**src/rtl/fetch_sched.sv**
```systemverilog
// rtl/fetch_sched.sv - round-robin instruction fetch scheduler with in-order outstanding queue
module fetch_sched #(
  parameter int N_CNTX   = 8,
  parameter int LEN_WORD = 32,
  parameter int DEPTH    = 4
) (
  input  logic                clk,
  input  logic                rstn,
  input  logic [N_CNTX-1:0]   cntx_pending,
  output logic [N_CNTX-1:0]   grant,
  input  logic [LEN_WORD-1:0] grant_pc,
  output logic                grant_taken,
  output logic                mem_req,
  output logic [LEN_WORD-1:0] mem_addr,
  input  logic                mem_ack,
  input  logic                mem_valid,
  input  logic [LEN_WORD-1:0] mem_data,
  input  logic                kill_valid,
  input  logic [N_CNTX-1:0]   kill_mask,
  output logic                out_valid,
  input  logic                out_accept,
  output logic [LEN_WORD-1:0] out_instr,
  output logic [LEN_WORD-1:0] out_pc,
  output logic [N_CNTX-1:0]   out_cntx,
  output logic                proto_err
);
  localparam int AW = $clog2(DEPTH);
  localparam int CW = (N_CNTX > 1) ? $clog2(N_CNTX) : 1;

  logic [CW-1:0]       rr;
  logic [AW:0]         head, tail, fill, count;
  logic [AW-1:0]       hidx, tidx, fidx;
  logic [LEN_WORD-1:0] pc_q    [DEPTH];
  logic [LEN_WORD-1:0] instr_q [DEPTH];
  logic [N_CNTX-1:0]   cntx_q  [DEPTH];
  logic [DEPTH-1:0]    killed_q, filled_q;

  logic [N_CNTX-1:0]   eligible, grant_c;
  logic [CW-1:0]       grant_idx, cand;
  logic                found;
  logic                full, occupied, head_kill, awaiting, fill_ok, pop;

  // Pointers carry one extra wrap bit so full/empty and "no awaiting entry" are unambiguous
  assign hidx  = head[AW-1:0];
  assign tidx  = tail[AW-1:0];
  assign fidx  = fill[AW-1:0];
  assign count = tail - head;
  assign full  = count[AW];

  assign eligible = cntx_pending & ~(kill_valid ? kill_mask : '0);

  always_comb begin
    grant_c   = '0;
    grant_idx = '0;
    found     = 1'b0;
    cand      = '0;
    for (int i = 0; i < N_CNTX; i++) begin
      cand = CW'((int'(rr) + i) % N_CNTX);
      if (!found && eligible[cand]) begin
        found          = 1'b1;
        grant_idx      = cand;
        grant_c[cand]  = 1'b1;
      end
    end
  end

  assign grant       = rstn ? grant_c : '0;
  assign mem_req     = (|grant) & ~full;
  assign mem_addr    = grant_pc;
  assign grant_taken = mem_req & mem_ack;

  assign occupied  = (count != '0);
  assign head_kill = kill_valid & (|(cntx_q[hidx] & kill_mask));
  assign out_valid = occupied & filled_q[hidx] & ~killed_q[hidx] & ~head_kill;
  // Killed heads drain on their own once their memory return has landed
  assign pop       = occupied & filled_q[hidx] & (killed_q[hidx] | head_kill | out_accept);
  assign out_instr = out_valid ? instr_q[hidx] : '0;
  assign out_pc    = out_valid ? pc_q[hidx]    : '0;
  assign out_cntx  = out_valid ? cntx_q[hidx]  : '0;

  assign awaiting = (fill != tail);
  assign fill_ok  = mem_valid & awaiting;

  always_ff @(posedge clk or negedge rstn) begin
    if (!rstn) begin
      head      <= '0;
      tail      <= '0;
      fill      <= '0;
      rr        <= '0;
      killed_q  <= '0;
      filled_q  <= '0;
      proto_err <= 1'b0;
    end else begin
      if (kill_valid) begin
        for (int i = 0; i < DEPTH; i++) begin
          if (|(cntx_q[i] & kill_mask)) killed_q[i] <= 1'b1;
        end
      end
      if (grant_taken) begin
        killed_q[tidx] <= 1'b0;
        filled_q[tidx] <= 1'b0;
        tail           <= tail + 1'b1;
        rr             <= (int'(grant_idx) == N_CNTX - 1) ? '0 : grant_idx + 1'b1;
      end
      if (fill_ok) begin
        filled_q[fidx] <= 1'b1;
        fill           <= fill + 1'b1;
      end else if (mem_valid) begin
        proto_err <= 1'b1;
      end
      if (pop) head <= head + 1'b1;
    end
  end

  always_ff @(posedge clk) begin
    if (grant_taken) begin
      pc_q[tidx]   <= grant_pc;
      cntx_q[tidx] <= grant;
    end
    if (fill_ok) instr_q[fidx] <= mem_data;
  end
endmodule

```
**config.mk**
```make
export PLATFORM = sky130hd
export DESIGN_NAME = fetch_sched
export DESIGN_NICKNAME = d
export VERILOG_FILES = /design/src/rtl/fetch_sched.sv
export SDC_FILE = /design/constraint.sdc
export NUM_CORES = 1
export LEC_CHECK = 0
export CAP_MARGIN = 20
export CORE_ASPECT_RATIO = 0.75
export CORE_MARGIN = 4
export CORE_UTILIZATION = 40
export DETAILED_ROUTE_END_ITERATION = 10
export PLACE_DENSITY_LB_ADDON = 0.2
export SYNTH_ARGS = -nofsm -noshare
export SYNTH_HDL_FRONTEND = slang
export SYNTH_SLANG_ARGS = --single-unit
```
**constraint.sdc**
```tcl
create_clock -name clk -period 5.7 [get_ports clk]
set_input_delay 0.855 -clock clk [delete_from_list [all_inputs] [get_ports clk]]
set_output_delay 0.855 -clock clk [all_outputs]
set_load 0.02 [all_outputs]
```
# Word-level counts from Yosys, hierarchy flattened
# Memory sizes are Yosys's and may differ from the RTL's.
# Cells that the tools add are included.
word_totals:
  ff_bits: 21
  latch_bits: 0
  ramBits: 288
  mem_bits_ro: 0
  input_bits: 86
  memories: 3
memory_table:
  columns: ["name", "depth", "width", "rd", "rd_ports_with_merged_regs", "wr", "line_no", "source"]
  rows:
  - ["instr_q", 4, 32, 1, 0, 1, "34", "logic [LEN_WORD-1:0] instr_q [DEPTH];"]
  - ["pc_q", 4, 32, 1, 0, 1, "33", "logic [LEN_WORD-1:0] pc_q [DEPTH];"]
  - ["cntx_q", 4, 8, 5, 0, 1, "35", "logic [N_CNTX-1:0] cntx_q [DEPTH];"]
op_classes:
  n_addsub: 12
  multipliers: 0
  div_mod_pow: 0
  magnitude_cmp: 21
  eq_ne: 2
  n_shift: 0
  mux: 81
  bitwise: 32
  reduce_logical: 32
op_table:
  columns: ["operator", "count"]
  rows:
  - ["2-to-1 mux 8 bit", 11]
  - ["2-to-1 mux 32 bit", 2]
  - ["OR 8 bit", 7]
  - ["bitwise AND 8 bit", 6]
  - ["OR reduction 8 bit", 6]
  - ["2-to-1 mux 1 bit", 35]
  - ["< comparator 3 x 4 -> 1 bit, second input constant", 8]
  - ["2-to-1 mux 3 bit", 9]
  - ["binary-select mux 1 bit (select 3 bit)", 8]
  - ["demux 1 bit (select 3 bit)", 8]
  - ["greater-or-equal comparator 3 x 1 -> 1 bit, second input constant", 8]
  - ["logical AND 1 bit", 17]
  - ["2-to-1 mux 4 bit", 4]
  - ["adder 3 x 1 -> 3 bit, second input constant", 5]
  - ["adder 3 bit, second input constant", 4]
  - ["< comparator 2 x 3 -> 1 bit, second input constant", 3]
  - ["bitwise AND 1 bit", 8]
  - ["bitwise AND 4 bit", 2]
  - ["inverter 8 bit", 1]
  - ["zero test 1 bit", 7]
  - ["adder 3 x 2 -> 3 bit, second input constant", 2]
  - ["binary-select mux 1 bit (select 2 bit)", 2]
  - ["demux 1 bit (select 2 bit)", 2]
  - ["greater-or-equal comparator 2 x 1 -> 1 bit, second input constant", 2]
  - ["other kinds (9)", 13]

# Depth between registers and ports, before layout
depth:
  depth_word: 34
  mapped_depth: 17
  depth_no_buf: 15

# Least setup slack after synthesis
# OpenSTA, ideal clock, no wires.
synth_path:
  path_type: "register to register"
  start: "register rr[1]"
  end: "memory cntx_q[0][0] (enable)"
  setup_ps: 401
  arrival_ps: 4947
  slack_ps: 352
  stages_incl_launch_ff: 14
  n_path_buf: 2
  period_less_slack_ps: 5348
  path_cell_list: "dfrtp_1 clkbuf_1 clkinv_1 ha_1 xor2_1 mux4_2 or4_4 or4b_4 nand2_1 a211oi_1 a31oi_4 o211a_4 buf_8 and2_1"
synth_between:
  elab_chain_cells: 30
  elab_cells_between_ends: 105
  classes_between: "add/sub: 7; order compare: 16; mux: 50; bitwise: 9; reduce/logical: 23"
synth_rtl:
  columns: ["element", "line_no", "source"]
  rows:
  - ["start, declared", "30", "logic [CW-1:0] rr;"]
  - ["start signal, assigned", "103", "rr <= (int'(grant_idx) == N_CNTX - 1) ? '0 : grant_idx + 1'b1;"]
  - ["parallel branches: the longest is 23 deep, another holds < comparator 3 x 4 -> 1 bit", null, null]
  - ["2-to-1 mux 8 bit *", "59", "if (!found && eligible[cand]) begin"]
  - ["2-to-1 mux 8 bit *", "67", "assign grant = rstn ? grant_c : '0;"]
  - ["OR reduction 8 bit *", "68", "assign mem_req = (|grant) & ~full;"]
  - ["bitwise AND 1 bit *", "68", null]
  - ["bitwise AND 1 bit *", "70", "assign grant_taken = mem_req & mem_ack;"]
  - ["via grant_taken", "12", "output logic grant_taken,"]
  - ["2-to-1 mux 1 bit *", "116", "if (grant_taken) begin"]
  - ["2-to-1 mux 1 bit (implied by the code) *", "118", "cntx_q[tidx] <= grant;"]
  - ["end, declared", "35", null]
# Mark *: on every way through the listed nets, which the timed path passes. The select of a mux whose other input is x is not followed.

# Final worst setup path
layout_path:
  start: "input port kill_mask[4]"
  end: "output port grant[5]"
layout_between:
  elab_chain_cells: 28
  elab_cells_between_ends: 56
  classes_between: "mux: 33; bitwise: 9; reduce/logical: 14"
layout_rtl:
  columns: ["element", "line_no", "source"]
  rows:
  - ["start, declared", "19", "input logic [N_CNTX-1:0] kill_mask,"]
  - ["2-to-1 mux 8 bit *", "50", "assign eligible = cntx_pending & ~(kill_valid ? kill_mask : '0);"]
  - ["inverter 8 bit *", "50", null]
  - ["bitwise AND 8 bit *", "50", null]
  - ["binary-select mux 1 bit (select 3 bit)", "59", null]
  - ["2-to-1 mux 1 bit (implied by the code)", "59", null]
  - ["2-to-1 mux 1 bit", "59", null]
  - ["zero test 1 bit", "59", null]
  - ["logical AND 1 bit", "59", null]
  - ["[... 12 more ...]", null, null]
  - ["2-to-1 mux 1 bit", "59", null]
  - ["zero test 1 bit", "59", null]
  - ["logical AND 1 bit", "59", null]
  - ["2-to-1 mux 1 bit", "59", null]
  - ["zero test 1 bit", "59", null]
  - ["logical AND 1 bit", "59", null]
  - ["2-to-1 mux 8 bit *", "59", null]
  - ["2-to-1 mux 8 bit *", "67", null]
  - ["end, declared", "10", "output logic [N_CNTX-1:0] grant,"]
# Mark *: on every way between the ends. The rest lies on a longest branch, timed or not. The select of a mux whose other input is x is not followed.

==> results.toml <==
[run_status]
status = "complete, no violations"

[placed_design]
placement.io_buffers = 201
detailed_place.area_um2 = 16900
gp_routability_congestion = 0.961
placement.setup.worst_slack_ns = -0.0590
dpl.hpwl_um = 23800

[power]
share_of_total_power_in_sequential_cells_pct = 33.3
vdd_drop_max_mv = 0.280
cellInternalPower_mw = 6.45
report.power.total_mw = 10.1
p_per_area_nw_per_um2 = 560
power.clock.fraction_pct = 20.2
combinationalPowerShare_pct = 46.5
p_switching_mw = 3.62
sw_frac_of_total_pct = 36.0
leakage_nw = 6.06

[clock_tree]
clock_sink_count = 309
clk_latency_ns = 0.57
clk_pin_slew_worst_paths_ns = 0.06
cts_root_buffer = "sky130_fd_sc_hd__clkbuf_16"
clock_tree_from_tritoncts = "built"
number_of_buffers_created_by_cts = 31
cts_buffer_depth = 3
cts_htree_levels = 1

[worst_hold_path]
hp-class = "reg2reg"
worst_hold_path.endpoint = "proto_err"
whs_path_depth = 1
hp-start = "proto_err"

[die]
die_width_um = 224
fp.coreArea_um2 = 34600
io_pins = 202
row_count = 59
initial_core_util_pct = 40.5
die_h_um = 170
fp.dieArea_um2 = 38200

[sta]
timing.final.ws_setup_ns = 0.200
layout_min_cycle_time_ns = 5.50
finalMaxSlewViolations = 0
timing.final.hold_violations = 0
period_utilisation_layout_pct = 96.5
achievable-frequency_ghz = 0.182
max_slew_margin_pct = 40.2
worst_slew_pin_slew_ns = 0.898
setup_repair_after_global_routing_missed_its_margin = "no"
clock-skew-final_ns = 0.00904
setup-violations-final = 0

[global_route]
antenna_found_initial = 1
grt_overflow = 0
grt_pass1_wl_um = 53600
number_of_global_route_vias_before_repair = 8811
largest_net_degree_at_the_start_of_global_routing = 44
grt_usage_pct = 18.1

[worst_setup_path]
timing.critical_path.required_ns = 4.85
path_common_cell = "sky130_fd_sc_hd__buf_4"
critical_path_peak_fanout = 5
reg2reg_depth = 14
worstPathBufferInverterCount = 5
reg2reg_setup_slack_ns = 1.16
timing.rr.start = "rr[0]"
crit_family = "buffers and inverters"
worstSetupPathType = "in2out"
largest_incremental_delay_on_the_critical_path_ns = 0.70
arrival_time_worst_endpoint_ns = 4.64
timing.critical_path.cells = "clkdlybuf4s50_1 -> mux2_2 -> a21oi_1 -> buf_4 -> mux4_2 -> a21oi_1 -> buf_4 -> nand3_1 -> a221oi_2 -> nor4_1 -> buf_4 -> nor2_1 -> clkdlybuf4s50_1"
end_kind = "output pin"
r2r_path_end = "cntx_q[0][6]"
critical_path.startpoint_type = "input port"
timing.critical_path.slowest_stage_cell = "sky130_fd_sc_hd__clkdlybuf4s50_1"

[route]
viasPerCell = 5.37
drt_wirelength_um = 35000
ant_nets = 0
routed-wl-met3_um = 2300
dr_total_vias = 8505
drt_first_pass_iters = 5
drt-wirelength-per-cell_um = 22.1
routed.top_layer = "met5"
number_of_violations_reported_at_the_end_of_detailed_routing_iteration_0 = 784
detail_route.wirelength.met1_um = 15700
met2WireLength_um = 16300
post-route-drc-count = 0

[synth]
synth.lib_cells_used.distinct = 53
synth.top_cells.by_area = "sky130_fd_sc_hd__edfxtp_1, sky130_fd_sc_hd__mux4_2, sky130_fd_sc_hd__dfrtp_1, sky130_fd_sc_hd__nor2b_1, sky130_fd_sc_hd__buf_4"
syn-instance-count = 859
synth_edf_count = 288
syn-mean-instance-area_um2 = 16.3
leading_register_cell_type_out_of_synthesis = "sky130_fd_sc_hd__edfxtp_1"
async_sr_flop_fraction_pct = 6.80
syn_area_um2 = 14000
synth-seq-area-share_pct = 65.4
ys.warnings.count = 0
yosysTopAreaCellShare_pct = 61.6
netlist.top_cell.by_area = "sky130_fd_sc_hd__edfxtp_1"
synthMostInstantiatedCell = "sky130_fd_sc_hd__edfxtp_1"
yosys_register_bits = 309
syn_nets = 964
post_synth_most_frequent_cells = "sky130_fd_sc_hd__edfxtp_1, sky130_fd_sc_hd__mux4_2, sky130_fd_sc_hd__nor2b_1"

[finish]
insertedDiodeCount = 0
n_fill_cell = 2906
fin_area_um2 = 18000
final_nets = 1206
drive_gt1_share_pct = 21.7
area_growth_from_synthesis_to_layout_pct = 28.1

[flow_run]
max_cap_violations = 0
==> power by group through the flow <==
stage	Sequential, mW	Combinational [mW]	Clock [mW]
finish	3.36	4.68	2.04
global route	3.41	5.07	2.20
CTS	3.36	4.67	2.10
detailed placement	3.41	4.66	0
global placement	3.39	4.69	0
floorplan	3.28	2.93	0
==> cell type report <==
type	instances	area, um^2	area share [%]
clock buffer	34	787	4.38
clock inverter	24	246	1.37
inverter	23	86.3	0.480
multi-input combinational	455	4400	24.5
sequential	309	9180	51.1
tap	457	572	3.18
timing repair buffer	281	2700	15.0
==> timing repair <==
item,in CTS,in global routing
setup endpoints to repair,2,2
hold endpoints to repair,0,0
buffers inserted,0,2
hold buffers,0,0
pin swaps,0,1
gates resized for setup,2,9
==> per-layer routing <==
layer	vias to the layer above	global-route usage, %
met2	274	28.5
met1	4337	26.1
met4	2	3.70
li1	3852	-
met3	40	4.14
met5	-	0
==> per-stage QoR <==
step / setup TNS [ns] / hold slack [ns] / std cells / utilization [%]
4_1_cts: 0 / 0.479 / 1581 / 51.8
5_1_grt: 0 / 0.499 / 1583 / 51.9
3_5_place_dp: -0.0590 / 0.468 / 1523 / 48.8
3_3_place_gp: -0.0560 / 0.462 / 1523 / 48.8
2_1_floorplan: 0 / 0.457 / 859 / -
6_report: 0 / 0.471 / 1583 / 51.9
==> registers in the layout, indices dropped and copies added, names as in the netlist <==
| name | flops |
|---|---|
| instr_q | 128 |
| pc_q | 128 |
| cntx_q | 32 |
| filled_q | 4 |
| killed_q | 4 |
| fill | 3 |
| head | 3 |
| rr | 3 |
| tail | 3 |
| proto_err | 1 |
==> how the worst max path moves through the flow <==
stage / slack [ns] / startpoint / endpoint / cells past startpoint
after floorplan: 0.35 / rr[1] / cntx_q[0][0] / 13
after global placement: -0.06 / kill_mask[3] / mem_req / 15
after detailed placement: -0.06 / kill_mask[3] / mem_req / 15
after CTS: 0.05 / rr[0] / grant_taken / 12
after global routing: 0.006 / rr[0] / grant[5] / 13
final: 0.20 / kill_mask[4] / grant[5] / 13
==> logic make-up (layout without fill, tap and decap cells) <==
logic type | Yosys count | count (layout) | synth area share [%]
DFF | 309 | 309 | 65.4
and+or+nand+nor | 191 | 191 | 7.40
AOI/OAI and AO/OA | 123 | 123 | 6.11
muxes | 106 | 106 | 14.8
buffers and inverters | 95 | 362 | 3.63
adders and majority gates | 19 | 19 | 1.69
xor gates and xnor gates | 16 | 16 | 0.998
==> cells in the final DEF (no fill, tap or decap), drive strengths merged, types with 3 or more instances in the layout <==
cell type / n
edfxtp: 288
clkdlybuf4s50: 199
mux4: 80
buf: 80
nor2b: 68
nor2: 38
clkbuf: 34
a21oi: 28
a22oi: 27
nand2: 25
inv: 23
dfrtp: 21
ha: 19
and2: 19
mux2: 14
clkinv: 14
mux2i: 12
a31oi: 12
xnor2: 11
o21ai: 9
nand4: 8
nor3: 8
a211oi: 7
nand3: 7
a221oi: 7
a21o: 6
o22ai: 6
clkinvlp: 6
xor2: 5
bufinv: 4
nor4: 4
nand2b: 3
and3: 3
o31ai: 3
a311oi: 3
o21a: 3
or4: 3
Power figures use the tool's default switching activity.
